[config.mk]
export PLATFORM = sky130hd
export DESIGN_NAME = register_file_multi_port
export DESIGN_NICKNAME = d
export VERILOG_FILES = /design/src/rtl/register_file_multi_port.sv
export SDC_FILE = /design/constraint.sdc
export NUM_CORES = 2
export LEC_CHECK = 0
export CAP_MARGIN = 10
export CORE_MARGIN = 4
export CORE_UTILIZATION = 55
export CTS_CLUSTER_DIAMETER = 100
export DETAILED_ROUTE_END_ITERATION = 6
export PLACE_DENSITY = 0.84
export SLEW_MARGIN = 15
export SYNTH_ARGS = -nofsm -noshare
export SYNTH_HDL_FRONTEND = slang
export SYNTH_SLANG_ARGS = --single-unit
[constraint.sdc]
create_clock -name clk -period 2.1 [get_ports clk]
set_input_delay 0.21 -clock clk [delete_from_list [all_inputs] [get_ports clk]]
set_output_delay 0.21 -clock clk [all_outputs]
set_load 0.01 [all_outputs]
[src/rtl/register_file_multi_port.sv]
// Multi-port register file with per-register pending (scoreboard) bits and registered reads.
// Optional macro REGFILE_BYPASS_EN: a same-edge write/claim is forwarded to a colliding read.
module register_file_multi_port #(
   parameter int ADDR_WIDTH   = 5,
   parameter int DATA_WIDTH   = 32,
   parameter int NUM_RD_PORTS = 2,
   parameter int ZERO_REG     = 1
) (
   input  logic                                 clk,
   input  logic                                 rst,
   input  logic                                 i_we,
   input  logic [ADDR_WIDTH-1:0]                i_waddr,
   input  logic [DATA_WIDTH-1:0]                i_wdata,
   input  logic                                 i_claim,
   input  logic [ADDR_WIDTH-1:0]                i_claim_addr,
   input  logic [NUM_RD_PORTS-1:0]              i_re,
   input  logic [NUM_RD_PORTS*ADDR_WIDTH-1:0]   i_raddr,
   output logic [NUM_RD_PORTS*DATA_WIDTH-1:0]   o_rdata,
   output logic [NUM_RD_PORTS-1:0]              o_rvalid,
   output logic [NUM_RD_PORTS-1:0]              o_rbusy
);

   localparam int DEPTH = 1 << ADDR_WIDTH;

   function automatic logic is_zero_addr(input logic [ADDR_WIDTH-1:0] addr);
      return (ZERO_REG != 0) && (addr == '0);
   endfunction

   logic                  we_ok;
   logic                  claim_ok;
   logic [DATA_WIDTH-1:0] regs [DEPTH];
   logic [DEPTH-1:0]      pending;

   assign we_ok    = i_we    && !is_zero_addr(i_waddr);
   assign claim_ok = i_claim && !is_zero_addr(i_claim_addr);

   // Claim is applied after the write so a same-edge claim leaves the register pending.
   always_ff @(posedge clk or negedge rst) begin
      if (!rst) begin
         for (int i = 0; i < DEPTH; i++) regs[i] <= '0;
         pending <= '0;
      end else begin
         if (we_ok) begin
            regs[i_waddr]    <= i_wdata;
            pending[i_waddr] <= 1'b0;
         end
         if (claim_ok) pending[i_claim_addr] <= 1'b1;
      end
   end

   for (genvar k = 0; k < NUM_RD_PORTS; k++) begin : g_rd
      logic [ADDR_WIDTH-1:0] addr_p0;
      logic [DATA_WIDTH-1:0] data_p0;
      logic                  busy_p0;
      logic [DATA_WIDTH-1:0] data_p1;
      logic                  busy_p1;
      logic                  vld_p1;

      assign addr_p0 = i_raddr[k*ADDR_WIDTH +: ADDR_WIDTH];

      // p0: array lookup, optional same-edge forwarding
      always_comb begin
         data_p0 = regs[addr_p0];
         busy_p0 = pending[addr_p0];
`ifdef REGFILE_BYPASS_EN
         if (we_ok && (i_waddr == addr_p0)) begin
            data_p0 = i_wdata;
            busy_p0 = 1'b0;
         end
         if (claim_ok && (i_claim_addr == addr_p0)) busy_p0 = 1'b1;
`endif
         if (is_zero_addr(addr_p0)) begin
            data_p0 = '0;
            busy_p0 = 1'b0;
         end
      end

      // p1: registered read result; data and busy hold while the port is idle
      always_ff @(posedge clk or negedge rst) begin
         if (!rst) begin
            data_p1 <= '0;
            busy_p1 <= 1'b0;
            vld_p1  <= 1'b0;
         end else begin
            vld_p1 <= i_re[k];
            if (i_re[k]) begin
               data_p1 <= data_p0;
               busy_p1 <= busy_p0;
            end
         end
      end

      assign o_rdata[k*DATA_WIDTH +: DATA_WIDTH] = data_p1;
      assign o_rbusy[k]                          = busy_p1;
      assign o_rvalid[k]                         = vld_p1;
   end

endmodule
* Word-level counts from Yosys, hierarchy flattened
Cells that the tools add are included.
** Word-level totals
- Register bits :: 1124
- Output and inout port bits :: 68
** Cells by class
- Order comparisons :: 10
- Muxes and demuxes :: 23
- Bitwise operators :: 6
- Reductions and logical operators :: 11
** Operator list (number)
- $bwmux 1024 :: 1
- $bmux 32 s5 :: 2
- $mux 32 :: 9
- $demux 32 s5 :: 1
- $and 32x32->32 :: 1
- $not 32->32 :: 1
- $or 32x32->32 :: 1
- $lt 5x6->1 const B :: 4
- $logic_not 5->1 :: 4
- $ge 6x6->1 const B :: 3
- $not 5->6 :: 3
- $bmux 1 s5 :: 2
- $demux 1 s5 :: 2
- $ge 5x1->1 const B :: 2
- $lt 6x1->1 const B :: 1
- $mux 1 :: 6
- $logic_and 1x1->1 :: 5
- $logic_not 1->1 :: 2

* Longest topological paths before layout
- Word-level depth :: 9
- Mapped depth :: 10
- Mapped depth without buffers :: 5

* Worst setup path after synthesis
No wires, ideal clock.
- Path type :: in2reg
- Start point :: input port i_raddr[0]
- End point :: register g_rd[0].data_p1[10]
- Setup time :: 0.148 ns
- Arrival :: 1.826 ns
- Data required time :: 1.952 ns
- Slack :: 0.126 ns
- Cell stages on the path :: 8
- Path buffers :: 3
- Cell sequence :: buf_4 buf_4 buf_2 mux4_2 nand2_1 nand3_1 o311ai_0 o221ai_1
** Between the ends
- Longest elaborated chain between the ends :: 5
** Ends and longest elaborated chain
- start, declared :: line 17 : input logic [NUM_RD_PORTS*ADDR_WIDTH-1:0] i_raddr,
- $not 5->6 (implied by the code) :: line 63 : data_p0 = regs[addr_p0];
- $bmux 32 s5 :: line 63
- $mux 32 (implied by the code) (2 in series) :: line 63
- $mux 32 * :: line 72 : if (is_zero_addr(addr_p0)) begin
- end signal, assigned :: line 87 : data_p1 <= data_p0;
- end, declared :: line 55 : logic [DATA_WIDTH-1:0] data_p1;
Mark *: on every way between the ends. The rest lies on a longest branch, timed or not. The select of a mux whose other input is x is not followed.
A chain may end at the register's enable or synchronous reset.

* Worst setup path after layout
- Start point :: register g_rd[0].busy_p1
- End point :: output port o_rbusy[0]
** RTL lines
- start, declared :: line 56 : logic busy_p1;
- start signal, assigned :: line 88 : busy_p1 <= busy_p0;
- end, declared :: line 20 : output logic [NUM_RD_PORTS-1:0] o_rbusy
No word-level cell between the ends.

==> reports/results.tsv <==
stage	metric	value	unit
placement	dpl-instance-area	65500	um2
route	vias	42500	
clocking	postCtsSetupRepairBufs	0	
global_route	overflow	0	
critical_path	start_kind	register	
power	ir_drop	0.000726	V
timing	skew	31.6	ps
yosys	synthesis.area	59300	um2
critical_path	crit_buf_inv	1	
yosys	synth_cell_type_count	59	
global_route	grt_use_total	0.340	
placement	preCtsSetupSlack	-289	ps
critical_path	cp-end-kind	output port	
yosys	yosys_warnings	0	
run_status	outcome	complete, no violations	
yosys	synth_top_area_frac	0.475	
route	wl_per_cell	32.6	um
critical_path	cp_max_fo	4	
yosys	yosys.area_share.simple	0.0284	
critical_path	cp_slowest_cell	clkdlybuf4s50_1	
yosys	mappedNetlistNets	4225	
critical_path	max_stage_delay	650	ps
global_route	grt_pass1_vias	44200	
timing	grt_setup_unrepaired	false	
yosys	ys.flop_type	dfrtp_1	
floorplanning	die_area	113000	um2
critical_path	cp.required	1890	ps
run	maxCapViolations	0	
clocking	clock_latency	720	ps
route	dr.pass1.iters	6	
timing	post-route-period-util	0.993	
worst_hold_path	worstHoldPathType	in -> reg	
yosys	yosys.area.top_type	dfrtp_1	
clocking	ctsLongestPathBuffers	3	
clocking	clkTransAtPathRegs	60	ps
yosys	synth_edf_count	0	
yosys	async_flop_share	1.00	
floorplanning	num_io_pins	126	
route	ant_nets	0	
timing	hold_viol_final	0	
floorplanning	num_rows	120	
timing	tightest_slew	1010	ps
global_route	grt_pass1_wl	286000	um
cells_and_area	drive_gt1_frac	0.487	
critical_path	critPathArrivalTime	1870	ps
power	powerDensity	927	nW/um2
clocking	cts_sinks	1124	
yosys	synth_top_family_by_area	multiplexers	
floorplanning	start_util	0.554	
critical_path	criticalPathCategory	reg -> out	
critical_path	cp_top_family	buffers and inverters	
yosys	ys_ff_latch	1124	
route	routed_wl	192000	um
cells_and_area	stdcell_area	69400	um2
yosys	ys_seq_area_frac	0.475	
global_route	grt_max_degree	83	
yosys	synth_fa_ha_area_frac	0	
timing	max-slew-margin-rel	0.327	
clocking	cts_made_buffers	114	
critical_path	cp_cell_sequence	clkdlybuf4s50_1	
cells_and_area	syn_to_final_growth	17.2	%
timing	setup_violations	0	
placement	portBuffers	125	
route	drt_first_iter_violations	5616	
yosys	synth_xor_area_frac	0	
floorplanning	die_y	336	um
timing	whs	172	ps
yosys	synth_compound_area_frac	0.0549	
yosys	synth_cells	4167	
power	finalPower	64400	uW
route	vias_per_cell	7.20	
floorplanning	core-area	107000	um2
clocking	ctsRootBufferMaster	clkbuf_16	
timing	min_period	2080	ps
yosys	synth.area.top_cells	dfrtp_1 (47%), mux2_2 (20%), mux4_2 (16%)	
clocking	cts_tree	yes	
timing	finalMaxSlewViolations	0	
floorplanning	die_x	336	um
placement	place_hpwl	125000	um
power	p_leak	0.0305	uW
yosys	synth.avg_cell_area	14.2	um2
placement	gp_congestion	0.911	
cells_and_area	layout.nets	4455	
timing	fin_ws	15.1	ps
timing	fmax	480	MHz
route	route.detailed.drc	0	
global_route	antenna_found_initial	12	
clocking	h-tree-depth	3	
yosys	synthMuxAreaShare	0.406	
cells_and_area	fillers	7030	
==> cell usage after synthesis, types with 33 or more instances <==
| cell type | count |
|---|---|
| buf_1 | 67 |
| inv_1 | 33 |
| mux2_2 | 1069 |
| mux4_2 | 421 |
| buf_2 | 111 |
| o21ai_0 | 46 |
| nand2b_1 | 46 |
| clkbuf_1 | 248 |
| mux2i_1 | 251 |
| o22ai_1 | 116 |
| nor2_1 | 95 |
| dfrtp_1 | 1124 |
| nor2b_1 | 33 |
| a21oi_1 | 80 |
| nand2_1 | 81 |
==> placed cells by master (no fill, tap or decap), types with 9 or more instances in the layout <==
cell type / Yosys / layout
clkbuf_8: 0 / 28
clkinv_2: 0 / 28
o22a_1: 12 / 12
clkbuf_1: 248 / 22
mux2_2: 1069 / 1069
a31oi_1: 12 / 12
nor2b_1: 33 / 31
clkbuf_16: 0 / 116
a22oi_1: 22 / 22
a211o_1: 32 / 32
nand2_2: 0 / 17
o211ai_1: 13 / 13
buf_12: 0 / 139
o221ai_1: 19 / 19
dfrtp_1: 1124 / 1117
mux4_2: 421 / 421
a2111oi_0: 31 / 30
clkdlybuf4s50_1: 0 / 114
nor2_1: 95 / 89
inv_1: 33 / 33
a22o_1: 27 / 27
nand2b_1: 46 / 46
a211oi_1: 14 / 14
buf_4: 18 / 308
a21oi_1: 80 / 80
nor3_1: 32 / 29
o22ai_1: 116 / 116
o21ai_0: 46 / 46
nand2_1: 81 / 64
bufinv_16: 0 / 9
mux2i_1: 251 / 251
nand3_1: 16 / 12
==> logic make-up after synthesis <==
family,Yosys count
and+or+nand+nor,342
AOI/OAI and AO/OA,467
muxes,1741
buffers and inverters,493
DFF,1124
==> timing repair <==
action / CTS / global route
setup endpoints to repair: 4 / 5
cloned: 0 / 0
resized for setup: 4 / 5
hold endpoints to repair: 798 / 0
hold buffers: 3 / 0
==> registers in the layout, summed over array words and instances, names as in the netlist <==
signal,count
regs,1024
g_rd.data_p1,64
pending,32
g_rd.busy_p1,2
g_rd.vld_p1,2
==> per-layer routing <==
metal / share of wire / up-vias / GRT usage
li1: - / 16400 / -
met1: 0.36 / 21900 / 0.439
met2: 0.45 / 3230 / 0.506
met3: 0.12 / 913 / 0.101
met4: 0.071 / 6 / 0.212
met5: 0.00024 / - / 0
==> stage by stage <==
stage                     setup TNS (ps)  cells  utilization
after global placement            -59630   5681        0.612
final                                  0   5903        0.649
after floorplan                        0   4167            -
after global routing                   0   5901        0.649
after detailed placement          -79940   5681        0.612
after CTS                              0   5898        0.648
==> cell type report <==
cell class	instances	area [um2]	area share
Sequential cell	1124	28100	0.405
Tap cell	1403	1760	0.0253
Clock inverter	49	529	0.00762
Multi-Input combinational cell	2550	29200	0.420
Inverter	35	131	0.00189
Antenna cell	5	12.5	0.000180
Clock buffer	165	3360	0.0483
Timing Repair Buffer	572	6360	0.0917
==> power by group <==
group | leakage (uW) | total, uW | internal, uW | switching [uW]
Clock | 0.00192 | 21100 | 12200 | 8960
Combinational | 0.0142 | 13800 | 8210 | 5570
Sequential | 0.0144 | 29500 | 25800 | 3660
Total | 0.0305 | 64400 | 46200 | 18200
==> worst paths after layout <==
kind,end,cells past startpoint,slack (ps),from
setup reg to reg,g_rd[1].data_p1[6],5,60,regs[614]
setup / recovery,o_rbusy[0],1,20,g_rd[0].busy_p1
max in group asynchronous,regs[308],3,950,rst
hold / removal,g_rd[1].vld_p1,2,170,i_re[1]
min in group asynchronous,regs[919],3,270,rst
hold reg to reg,regs[1004],0,400,regs[1004]
(Power assumes the default switching activity.)
